===== config.mk =====
export PLATFORM = sky130hd
export DESIGN_NAME = t07_button_strobe
export DESIGN_NICKNAME = d
export VERILOG_FILES = /design/src/rtl/t07_button_strobe.sv
export SDC_FILE = /design/constraint.sdc
export NUM_CORES = 1
export LEC_CHECK = 0
export CAP_MARGIN = 10
export CORE_MARGIN = 5
export CORE_UTILIZATION = 50
export DETAILED_ROUTE_END_ITERATION = 8
export GPL_ROUTABILITY_DRIVEN = 0
export PLACE_DENSITY = 0.72
export SLEW_MARGIN = 5
export SYNTH_ARGS = -nofsm -noshare
export SYNTH_HDL_FRONTEND = slang
export SYNTH_SLANG_ARGS = --single-unit

===== constraint.sdc =====
create_clock -name clk -period 2.2 [get_ports clk]
set_input_delay 0.22 -clock clk [delete_from_list [all_inputs] [get_ports clk]]
set_output_delay 0.22 -clock clk [all_outputs]
set_load 0.005 [all_outputs]

===== src/rtl/t07_button_strobe.sv =====
// Six-key pushbutton front end: synchronizes, debounces and auto-repeats a
// one-hot key, emitting a registered key code plus a one-cycle event strobe.
module t07_button_strobe #(
  parameter int DEBOUNCE_CYCLES = 4,
  parameter int REPEAT_CYCLES   = 0
) (
  input  logic       clk,
  input  logic       rst,
  input  logic [5:0] pb_raw,
  output logic [5:0] button,
  output logic       strobe
);

  localparam int MAX_C = (DEBOUNCE_CYCLES > REPEAT_CYCLES) ? DEBOUNCE_CYCLES : REPEAT_CYCLES;
  localparam int CW    = (MAX_C < 1) ? 1 : $clog2(MAX_C + 1);

  localparam logic [CW-1:0] DEB_C = CW'(DEBOUNCE_CYCLES);
  localparam logic [CW-1:0] REP_C = CW'(REPEAT_CYCLES);
  localparam logic [CW-1:0] ONE_C = CW'(1);

  typedef enum logic [1:0] {
    IDLE      = 2'd0,
    DEB_PRESS = 2'd1,
    HOLD      = 2'd2,
    DEB_REL   = 2'd3
  } state_t;

  state_t          state_q;
  logic [5:0]      sync1_q;
  logic [5:0]      sync2_q;
  logic [5:0]      cand_q;
  logic [CW-1:0]   cnt_q;
  logic [5:0]      button_q;
  logic            strobe_q;
  logic            sync2_onehot;

  function automatic logic is_onehot(input logic [5:0] v);
    return (v != 6'd0) && ((v & (v - 6'd1)) == 6'd0);
  endfunction

  assign sync2_onehot = is_onehot(sync2_q);

  always_ff @(posedge clk or posedge rst) begin
    if (rst) begin
      state_q  <= IDLE;
      sync1_q  <= 6'd0;
      sync2_q  <= 6'd0;
      cand_q   <= 6'd0;
      cnt_q    <= '0;
      button_q <= 6'd0;
      strobe_q <= 1'b0;
    end else begin
      sync1_q  <= pb_raw;
      sync2_q  <= sync1_q;
      strobe_q <= 1'b0;
      case (state_q)
        IDLE: begin
          if (sync2_onehot) begin
            cand_q  <= sync2_q;
            cnt_q   <= ONE_C;
            state_q <= DEB_PRESS;
          end
        end
        DEB_PRESS: begin
          if (sync2_q == cand_q) begin
            if (cnt_q == DEB_C) begin
              state_q  <= HOLD;
              strobe_q <= 1'b1;
              button_q <= cand_q;
              cnt_q    <= ONE_C;
            end else begin
              cnt_q <= cnt_q + ONE_C;
            end
          end else if (sync2_onehot) begin
            cand_q <= sync2_q;
            cnt_q  <= ONE_C;
          end else begin
            state_q <= IDLE;
          end
        end
        HOLD: begin
          // cnt doubles as the auto-repeat timer while the key stays down
          if (sync2_q == cand_q) begin
            if (REPEAT_CYCLES != 0) begin
              if (cnt_q == REP_C) begin
                strobe_q <= 1'b1;
                cnt_q    <= ONE_C;
              end else begin
                cnt_q <= cnt_q + ONE_C;
              end
            end
          end else begin
            state_q <= DEB_REL;
            cnt_q   <= (sync2_q == 6'd0) ? ONE_C : '0;
          end
        end
        DEB_REL: begin
          if (sync2_q == 6'd0) begin
            if (cnt_q == DEB_C) begin
              state_q  <= IDLE;
              button_q <= 6'd0;
            end else begin
              cnt_q <= cnt_q + ONE_C;
            end
          end else if (sync2_q == cand_q) begin
            state_q <= HOLD;
            cnt_q   <= ONE_C;
          end else begin
            cnt_q <= '0;
          end
        end
        default: state_q <= IDLE;
      endcase
    end
  end

  assign button = button_q;
  assign strobe = strobe_q;

endmodule


==> results_dict.tcl <==
set metrics [dict create \
    status "completed" \
    slowest_stage "dfrtp_1" \
    synth_xor_area_share_pct 4.395 \
    fin_crit_ns 1.925 \
    synth-seq-cells 30 \
    start_util_pct 51.48 \
    clock_path_buffers 2 \
    vdd.ir_drop.worst_uv 735.9 \
    rsz0062_at_grt "false" \
    die_w_um 62.82 \
    synthesis.nets 139 \
    ios 15 \
    grt_pass1_wl_mm 4.243 \
    dr.pass1.iters 4 \
    fin_area_mm2 0.001675 \
    ctsHtreeMaxLevel 2 \
    wl_per_cell_um 13.16 \
    start_kind "flip-flop" \
    fp.coreArea_mm2 0.002710 \
    path_depth 5 \
    p_per_area_mw_per_mm2 786.6 \
    ys_warn_count 0 \
    p_int_w 0.001030 \
    ys_seq_area_share_pct 53.81 \
    rr_worst_depth 5 \
    synth_top_family_by_area "simple AND/OR/NAND/NOR gates" \
    crit_buf_inv 0 \
    setup_viol 0 \
    placed_cells 172 \
    dp_hpwl_mm 1.757 \
    finalHoldViolations 0 \
    synth_top_area_share_pct 53.81 \
    placementRows 19 \
    crit_arrival_ns 2.15 \
    pwr-share-clk_pct 44.2 \
    cp_top_family "compound AO/OA/AOI/OAI gates" \
    drcViolationCount 0 \
    synth_edf_count 0 \
    p_leak_nw 0.7577 \
    synth.distinct_cells 36 \
    grt_pass1_vias 976 \
    numCtsBuffers 5 \
    crit_path_end_kind "flip-flop" \
    clock.fmax_mhz 519.4 \
    synth-main-ff-cell "dfrtp_1" \
    cts_tree "yes" \
    path_cells "xor2_1 > a211o_1 > o211a_1 > o22ai_2 > mux2_1" \
    clk_pin_slew_ns 0.11 \
    worstPathRequired_ns 2.42 \
    drtIter0Drc 27 \
    clkLatencyLatePin_ns 0.34 \
    swShare_pct 21.86 \
    grt_use_met3_pct 4.856 \
    min-delay-path-class "in2async" \
    routed_wl_mm 2.368 \
    die-area_mm2 0.003946 \
    gr-max-usage-layer "met2" \
    total_power_w 0.001318 \
    grtUsageTotal_pct 13.73 \
    p_switching_w 0.0002881 \
    syn_area_per_cell_um2 10.81 \
    final_antenna_net_count 0 \
    grt_overflow_total 0 \
    pwr-share-comb_pct 8.8 \
    slowest_delay_ns 0.48 \
    setup_tns_ns 0 \
    fillers 226 \
    use_met1_pct 15.47 \
    cts_setup_buffers 0 \
    netlist_area_mm2 0.001395 \
    dr_total_vias 983 \
    nets 158 \
    ys_top_cells_by_area "dfrtp_1, mux2i_1, xnor2_1" \
    yosys.area.top_type "dfrtp_1" \
    fin_cells 180 \
    worstMarginPinSlew_ns 0.4038 \
    antenna_cells 0 \
    synth-simple-area-share_pct 15.52 \
    worstSetupPathType "reg2reg" \
    grt_max_degree 31 \
    dieHeight_um 62.82 \
    drv_cap 0 \
    cts.sinks 30 \
    routed_via_density 5.461 \
    critPathMaxFanout 8 \
    synthArstFlopShare_pct 100.0 \
    cts.repair.resized 0 \
    fin_worst_skew_ns 0.01939 \
    post_dp_cell_area_mm2 0.001564 \
    cts_hold_buf 0 \
    syn2layout_area_growth_pct 20.09 \
    seqPwrFrac_pct 47.0 \
    fin_crit_sh_pct 87.51 \
    synth_compound_area_share_pct 10.67 \
    antenna_found_initial 0 \
    grt_util_met2_pct 22.67 \
    cts_root_buf "clkbuf_4" \
    setup_slack_ns 0.2749 \
    synth_adder_area_share_pct 1.794 \
    slew_headroom_pct 72.85 \
    portBuffers 14 \
    post-place-ws_ns 0.2923 \
    drive_above_1_share_pct 9.396 \
    report.final.slew_viol_count 0 \
    muxShareOfSynthArea_pct 8.251 \
    syn-instance-count 129 \
]
## stage by stage
step / hold slack, ns / utilization (%)
after floorplan: 0.2514 / -
after global placement: 0.3323 / 57.71
after detailed placement: 0.3347 / 57.71
after CTS: 0.2559 / 61.82
after global routing: 0.2929 / 61.82
final: 0.2413 / 61.82
## power by group through the flow
| stage | Clock [W] | Combinational [W] | Sequential [W] |
|---|---|---|---|
| 6_report | 0.000582 | 0.000116 | 0.000620 |
| 4_1_cts | 0.000590 | 0.000118 | 0.000620 |
| 2_1_floorplan | 0 | 0.0000958 | 0.000617 |
| 3_3_place_gp | 0 | 0.000114 | 0.000629 |
| 5_1_grt | 0.000613 | 0.000132 | 0.000626 |
| 3_5_place_dp | 0 | 0.000117 | 0.000631 |
## cell families after synthesis
family,count (synthesis)
fa+ha+maj,2
compound gates,21
flops,30
buf+inv,17
simple gates,41
xor+xnor,7
mux,11
## metal layers
| layer | vias to the layer above | share of wire [%] |
|---|---|---|
| met2 | 24 | 48 |
| met4 | 0 | 2.6 |
| met3 | 8 | 5.0 |
| met1 | 461 | 44 |
| met5 | - | 0 |
| li1 | 490 | - |
## worst min-delay path: cells and delay by family
kind	cells	cell delay, ns
buffers and inverters	3	0.78
## state kept, by name (all words and copies together), names as in the netlist
name	cells
cand_q	6
button	6
state_q	2
cnt_q	3
sync2_q	6
strobe	1
sync1_q	6
## cells in the final DEF, fill, tap and decap left out, types with 5 or more instances in the layout
cell type / n
nand2_1: 12
clkdlybuf4s50_1: 14
dfrtp_1: 30
inv_1: 12
a21oi_1: 7
nor2_1: 8
mux2i_1: 7
xnor2_1: 6
clkbuf_4: 5
## Yosys cell counts (all sizes together), types with 3 or more instances
cell and number:
inv 12, nand2 12, mux2 4, nor4b 4, buf 5, a21oi 7
mux2i 7, nor3 4, dfrtp 30, nand3 4, o31ai 3, nor2 8
xnor2 6
## final cells by class
class	instances	area (µm²)	share of cell area [%]
Multi-Input combinational cell	82	566.8	33.83
Sequential cell	30	750.7	44.81
Clock buffer	6	51.30	3.062
Inverter	12	45.04	2.689
Tap cell	31	38.79	2.315
Timing Repair Buffer	17	162.7	9.709
Clock inverter	2	60.06	3.585
## final timing paths
check / start / to / slack (ns)
setup reg to reg: sync2_q[3]$_DFF_PP0_ / cand_q[5]$_DFFE_PP0P_ / 0.27
hold reg to reg: sync1_q[5]$_DFF_PP0_ / sync2_q[5]$_DFF_PP0_ / 0.35
hold / removal: rst / state_q[0]$_DFFE_PP0P_ / 0.24
setup / recovery: sync2_q[3]$_DFF_PP0_ / cand_q[5]$_DFFE_PP0P_ / 0.27
max in group asynchronous: rst / strobe$_DFF_PP0_ / 1.67
min in group clk: pb_raw[4] / sync1_q[4]$_DFF_PP0_ / 0.32
Note: power is estimated with default switching activity, not from simulation.
